===== src/rtl/uart_tx_ctrl.sv =====
// UART transmit controller: TX FIFO / holding register, baud tick generator, shifter handshake FSM, THRE/TEMT status.
// Optional feature macro UART_TX_OVERRUN_FLAG_EN adds the sticky tx_ovr_out dropped-write flag.
module uart_tx_ctrl #(
    parameter int unsigned FIFO_DEPTH = 16,
    parameter int unsigned DIV_WIDTH  = 16
) (
    input  logic                        clk_in,
    input  logic                        rst_in,
    input  logic                        fifo_en_in,
    input  logic                        fifo_clr_in,
    input  logic [DIV_WIDTH-1:0]        divisor_in,
    input  logic                        wr_en_in,
    input  logic [7:0]                  wr_data_in,
    input  logic                        shift_finish_in,
    output logic                        bclk_tick_out,
    output logic                        shift_enable_out,
    output logic [7:0]                  shift_data_out,
    output logic [$clog2(FIFO_DEPTH):0] fifo_level_out,
    output logic                        fifo_full_out,
    output logic                        thre_out,
    output logic                        temt_out,
`ifdef UART_TX_OVERRUN_FLAG_EN
    output logic                        tx_ovr_out,
`endif
    output logic                        thre_int_out
);

    localparam int unsigned PW = $clog2(FIFO_DEPTH);
    localparam int unsigned LW = PW + 1;

    typedef enum logic [1:0] {S_IDLE, S_LOAD, S_SEND, S_GAP} state_t;

    state_t               r_state;
    state_t               w_state_nxt;
    logic [DIV_WIDTH-1:0] r_div_prev;
    logic [DIV_WIDTH-1:0] r_cnt;
    logic                 r_tick;
    logic [7:0]           r_mem [FIFO_DEPTH];
    logic [PW-1:0]        r_wr_ptr;
    logic [PW-1:0]        r_rd_ptr;
    logic [LW-1:0]        r_level;
    logic [LW-1:0]        w_level_nxt;
    logic [LW-1:0]        w_eff_depth;
    logic                 r_fifo_en;
    logic                 r_fin_d;
    logic                 r_fin_seen;
    logic [7:0]           r_shift_data;
    logic                 r_thre;
    logic                 r_thre_int;
    logic                 w_div_zero;
    logic                 w_div_chg;
    logic                 w_flush;
    logic                 w_full;
    logic                 w_pop;
    logic                 w_push;
    logic                 w_fin_rise;

    assign w_div_zero  = (divisor_in == '0);
    assign w_div_chg   = (divisor_in != r_div_prev);
    assign w_flush     = fifo_clr_in || (fifo_en_in != r_fifo_en);
    assign w_eff_depth = r_fifo_en ? LW'(FIFO_DEPTH) : LW'(1);
    assign w_full      = (r_level == w_eff_depth);
    assign w_pop       = (r_state == S_LOAD);
    assign w_push      = wr_en_in && !w_flush && (!w_full || w_pop);
    assign w_fin_rise  = shift_finish_in && !r_fin_d;

    // Baud divider: a divisor change only reloads, so the first tick lands a full period later
    always_ff @(posedge clk_in or posedge rst_in) begin
        if (rst_in) begin
            r_div_prev <= '0;
            r_cnt      <= '0;
            r_tick     <= 1'b0;
        end else begin
            r_div_prev <= divisor_in;
            r_tick     <= 1'b0;
            if (w_div_zero) begin
                r_cnt <= '0;
            end else if (w_div_chg) begin
                r_cnt <= divisor_in - DIV_WIDTH'(1);
            end else if (r_cnt == '0) begin
                r_cnt  <= divisor_in - DIV_WIDTH'(1);
                r_tick <= 1'b1;
            end else begin
                r_cnt <= r_cnt - DIV_WIDTH'(1);
            end
        end
    end

    always_comb begin
        w_level_nxt = r_level;
        if (w_flush) begin
            w_level_nxt = '0;
        end else if (w_push && !w_pop) begin
            w_level_nxt = r_level + LW'(1);
        end else if (w_pop && !w_push) begin
            w_level_nxt = r_level - LW'(1);
        end
    end

    always_ff @(posedge clk_in) begin
        if (w_push) begin
            r_mem[r_wr_ptr] <= wr_data_in;
        end
    end

    // FIFO pointers, occupancy and THRE status; a pop in the flush cycle still reaches the shifter
    always_ff @(posedge clk_in or posedge rst_in) begin
        if (rst_in) begin
            r_wr_ptr     <= '0;
            r_rd_ptr     <= '0;
            r_level      <= '0;
            r_fifo_en    <= 1'b0;
            r_shift_data <= '0;
            r_thre       <= 1'b1;
            r_thre_int   <= 1'b0;
        end else begin
            r_fifo_en  <= fifo_en_in;
            r_level    <= w_level_nxt;
            r_thre     <= (w_level_nxt == '0);
            r_thre_int <= (w_level_nxt == '0) && !r_thre;
            if (w_pop) begin
                r_shift_data <= r_mem[r_rd_ptr];
            end
            if (w_flush) begin
                r_wr_ptr <= '0;
                r_rd_ptr <= '0;
            end else begin
                if (w_push) begin
                    r_wr_ptr <= r_wr_ptr + PW'(1);
                end
                if (w_pop) begin
                    r_rd_ptr <= r_rd_ptr + PW'(1);
                end
            end
        end
    end

    // Finish edge is remembered so a rise seen while the divisor is zero is not lost
    always_ff @(posedge clk_in or posedge rst_in) begin
        if (rst_in) begin
            r_fin_d    <= 1'b0;
            r_fin_seen <= 1'b0;
        end else begin
            r_fin_d    <= shift_finish_in;
            r_fin_seen <= (r_state == S_SEND) && (r_fin_seen || w_fin_rise);
        end
    end

    always_ff @(posedge clk_in or posedge rst_in) begin
        if (rst_in) begin
            r_state <= S_IDLE;
        end else begin
            r_state <= w_state_nxt;
        end
    end

    always_comb begin
        w_state_nxt = r_state;
        unique case (r_state)
            S_IDLE: begin
                if (!w_flush && !w_div_zero && (r_level != '0 || w_push)) begin
                    w_state_nxt = S_LOAD;
                end
            end
            S_LOAD: w_state_nxt = S_SEND;
            S_SEND: begin
                if ((w_fin_rise || r_fin_seen) && !w_div_zero) begin
                    w_state_nxt = S_GAP;
                end
            end
            S_GAP: begin
                if (r_tick) begin
                    w_state_nxt = S_IDLE;
                end
            end
            default: w_state_nxt = S_IDLE;
        endcase
    end

    always_comb begin
        shift_enable_out = (r_state == S_SEND);
        temt_out         = r_thre && (r_state == S_IDLE);
    end

`ifdef UART_TX_OVERRUN_FLAG_EN
    logic r_ovr;
    logic w_drop;

    assign w_drop = wr_en_in && !w_flush && w_full && !w_pop;

    always_ff @(posedge clk_in or posedge rst_in) begin
        if (rst_in) begin
            r_ovr <= 1'b0;
        end else if (fifo_clr_in) begin
            r_ovr <= 1'b0;
        end else if (w_drop) begin
            r_ovr <= 1'b1;
        end
    end

    assign tx_ovr_out = r_ovr;
`endif

    assign bclk_tick_out  = r_tick;
    assign shift_data_out = r_shift_data;
    assign fifo_level_out = r_level;
    assign fifo_full_out  = w_full;
    assign thre_out       = r_thre;
    assign thre_int_out   = r_thre_int;

endmodule


===== config.mk =====
export PLATFORM = sky130hd
export DESIGN_NAME = uart_tx_ctrl
export DESIGN_NICKNAME = d
export VERILOG_FILES = /design/src/rtl/uart_tx_ctrl.sv
export SDC_FILE = /design/constraint.sdc
export NUM_CORES = 1
export LEC_CHECK = 0
export ABC_AREA = 1
export BUFFER_PORTS_ARGS = -buffer_cell sky130_fd_sc_hd__buf_2
export CAP_MARGIN = 20
export CORE_MARGIN = 2
export CORE_UTILIZATION = 50
export DETAILED_ROUTE_END_ITERATION = 10
export MAX_ROUTING_LAYER = met4
export PLACE_DENSITY = 0.68
export SETUP_SLACK_MARGIN = 0.02
export SLEW_MARGIN = 30
export SYNTH_ARGS = -nofsm -noshare
export SYNTH_HDL_FRONTEND = slang
export SYNTH_SLANG_ARGS = --single-unit

===== constraint.sdc =====
create_clock -name clk_in -period 4.7 [get_ports clk_in]
set_clock_uncertainty 0.2 [all_clocks]
set_input_delay 0.705 -clock clk_in [delete_from_list [all_inputs] [get_ports clk_in]]
set_output_delay 0.705 -clock clk_in [all_outputs]
set_load 0.01 [all_outputs]

==> out/metrics.yaml <==
hold_path:
  min-delay-path-class: "in2async"
clocking:
  clock_latency_ns: 0.44
  cts.sinks: 189
  htreeDepth: 4
  clockBufferDepth: 2
  cts_tree: "built"
  holdBufCountCts: 0
  postCtsSetupRepairBufs: 0
  root_buffer: "clkbuf_16"
  numCtsBuffers: 17
  clk_pin_slew_worst_paths_ns: 0.07
  postCtsResizedCells: 0
finish:
  most-common-layout-cells: "nand2_1, nor2_1, edfxtp_1"
  final_util: 0.570
  layout_commonest_cell: "nand2_1"
  final_net_count: 956
  drive_above_1_share: 0.120
  antennaDiodeCount: 0
  syn_to_final_growth_pct: 11.9
floorplan:
  rows: 48
  dieHeight_um: 137
  die-area_um2: 18600
  io_pins: 49
  initial_core_util: 0.509
  core_um2: 17200
  die_x_um: 137
yosys:
  yosys_warnings: 0
  ys.flop_type: "edfxtp_1"
  netlist_instances: 861
  seq_area_frac_synth: 0.612
  synth_area_leaders: "edfxtp_1, dfrtp_1, nand2_1, nor2_1, o21ai_0"
  ys_types: 43
  synth_nets: 908
  synth.top_cell.area_share: 0.438
  synth.avg_cell_area_um2: 10.2
  synth_seq_cells: 189
  postSynth.asyncResetShare: 0.323
  synth_edf_count: 128
  synth_top_cell_by_area: "edfxtp_1"
  syn_area_um2: 8780
routing:
  dr.pass1.iters: 7
  wl_per_cell_um: 17.6
  vias: 6220
  wl_um: 20100
  drt_iter0_drc: 732
  drc: 0
  antenna_left: 0
  viasPerCell: 5.42
worst_setup_path:
  worstSetupStartpointType: "flop"
  end_kind: "flop"
  worstRegToRegCells: 8
  critPathRequiredTime_ns: 4.57
  critPathArrivalTime_ns: 3.07
  cp_max_fo: 20
  critical_path_class: "reg2reg"
placement:
  hpwlAfterDp_um: 13600
  gp_congestion: 0.876
  port_buffers: 48
power_and_ir_drop:
  power_leakage_nw: 4.06
  p_per_area_nw_per_um2: 418
  ir_drop_uv: 272
job:
  maxCapViolations: 0
grt:
  grt_max_degree: 53
  grt_pass1_vias: 5939
  grt_pass1_wl_um: 31800
  overflow: 0
  grtUsageTotal: 0.236
  antenna_found_initial: 0
sta:
  max_freq_mhz: 313
  finalSetupViolations: 0
  tns_ns: 0
  post-route-min-period_ns: 3.19
  relSlewSlack: 0.527
  grt_setup_unrepaired: "no"
  finalCritPeriodShare: 0.680
  slew_viol_final: 0
  finalHoldViolCount: 0
  worst_pin_slew_ns: 0.710
outcome:
  status: "finished, final reports clean"
## critical path: stages (launching register included)
cell	delay [ns]
dfrtp_1	0.41
inv_1	0.11
ha_1	0.46
inv_1	0.45
nand2_1	0.17
nand2_1	0.15
inv_1	0.15
nand2_1	0.18
nor2_1	0.57
## stage by stage
step | setup WS [ns] | area [um^2] | total power [mW] | cells | hold slack, ns
detailed placement | 1.49 | 9230 | 2.71 | 1115 | 0.246
global route | 1.20 | 9820 | 4.30 | 1147 | 0.176
global placement | 1.65 | 9230 | 2.69 | 1115 | 0.243
CTS | 1.52 | 9820 | 4.12 | 1147 | 0.148
finish | 1.51 | 9820 | 4.11 | 1147 | 0.115
floorplan | 2.25 | 8780 | 2.48 | 861 | 0.223
## Yosys cell counts, types with 2 or more instances
| library cell | count |
|---|---|
| nand2_1 | 173 |
| nor2_1 | 131 |
| edfxtp_1 | 128 |
| inv_1 | 66 |
| dfrtp_1 | 60 |
| o21ai_0 | 59 |
| a21oi_1 | 40 |
| nand3_1 | 33 |
| xor2_1 | 27 |
| ha_1 | 17 |
| clkbuf_1 | 15 |
| o22ai_1 | 15 |
| mux2i_1 | 14 |
| nand4_1 | 10 |
| xnor2_1 | 10 |
| nor3_1 | 9 |
| o31ai_1 | 7 |
| buf_2 | 5 |
| a21oi_2 | 4 |
| clkinv_1 | 3 |
| inv_2 | 3 |
| nand2_2 | 3 |
| or2_2 | 3 |
| nand3_2 | 2 |
| nand3_4 | 2 |
| nor2_4 | 2 |
| nor3_4 | 2 |
| nor4_1 | 2 |
| o221ai_1 | 2 |
## cell families (layout without fill, tap and decap cells)
logic type               count (synthesis)  count (layout)  share of synthesized area
XOR/XNOR                                37              37                     0.0369
adder cells (fa/ha/maj)                 17              17                     0.0242
flip-flops                             189             189                      0.612
AO/OA/AOI/OAI                          131             131                     0.0822
multiplexers                            14              14                     0.0160
buffers and inverters                   95             156                     0.0428
AND/OR/NAND/NOR                        378             378                      0.186
## registers in the layout (all words and copies together) (netlist names)
name and cells:
r_mem 128, r_cnt 16, r_div_prev 16, shift_data_out 8
fifo_level_out 5, r_rd_ptr 4, r_wr_ptr 4, r_state 2
bclk_tick_out 1, r_fifo_en 1, r_fin_d 1, r_fin_seen 1
thre_int_out 1, thre_out 1
## worst paths after layout
kind	from	to	slack, ns
setup / recovery	r_state[1]$_DFFE_PP0P_	r_mem[10][7]$_DFFE_PP_	1.51
hold / removal	rst_in	r_cnt[1]$_DFF_PP0_	0.11
setup reg to reg	r_state[1]$_DFFE_PP0P_	r_mem[10][7]$_DFFE_PP_	1.51
hold reg to reg	r_cnt[0]$_DFF_PP0_	r_cnt[0]$_DFF_PP0_	0.25
max in group asynchronous	rst_in	thre_out$_DFF_PP1_	3.30
min in group clk_in	shift_finish_in	r_fin_d$_DFF_PP0_	0.19
## where the power goes
| part | total, mW | switching, mW | leakage, nW | internal, mW |
|---|---|---|---|---|
| clock | 1.43 | 0.643 | 0.289 | 0.784 |
| combinational | 0.725 | 0.466 | 1.87 | 0.259 |
| sequential | 1.95 | 0.0856 | 1.90 | 1.87 |
## layer usage
metal,vias to the layer above,share of wire,track usage
met1,2944,0.44,0.324
li1,3011,-,-
met2,238,0.47,0.357
met5,-,0,-
met4,0,0.017,0.0706
met3,27,0.070,0.0511
## layout make-up
cell class | count | area, um^2
inverters | 72 | 270
repair buffers | 52 | 270
fillers | 1442 | 7420
flip-flops and latches | 189 | 5370
clock inverters | 10 | 86.3
multi-input cells | 577 | 3030
well taps | 225 | 282
clock buffers | 22 | 507
Note: power is estimated with default switching activity, not from simulation.
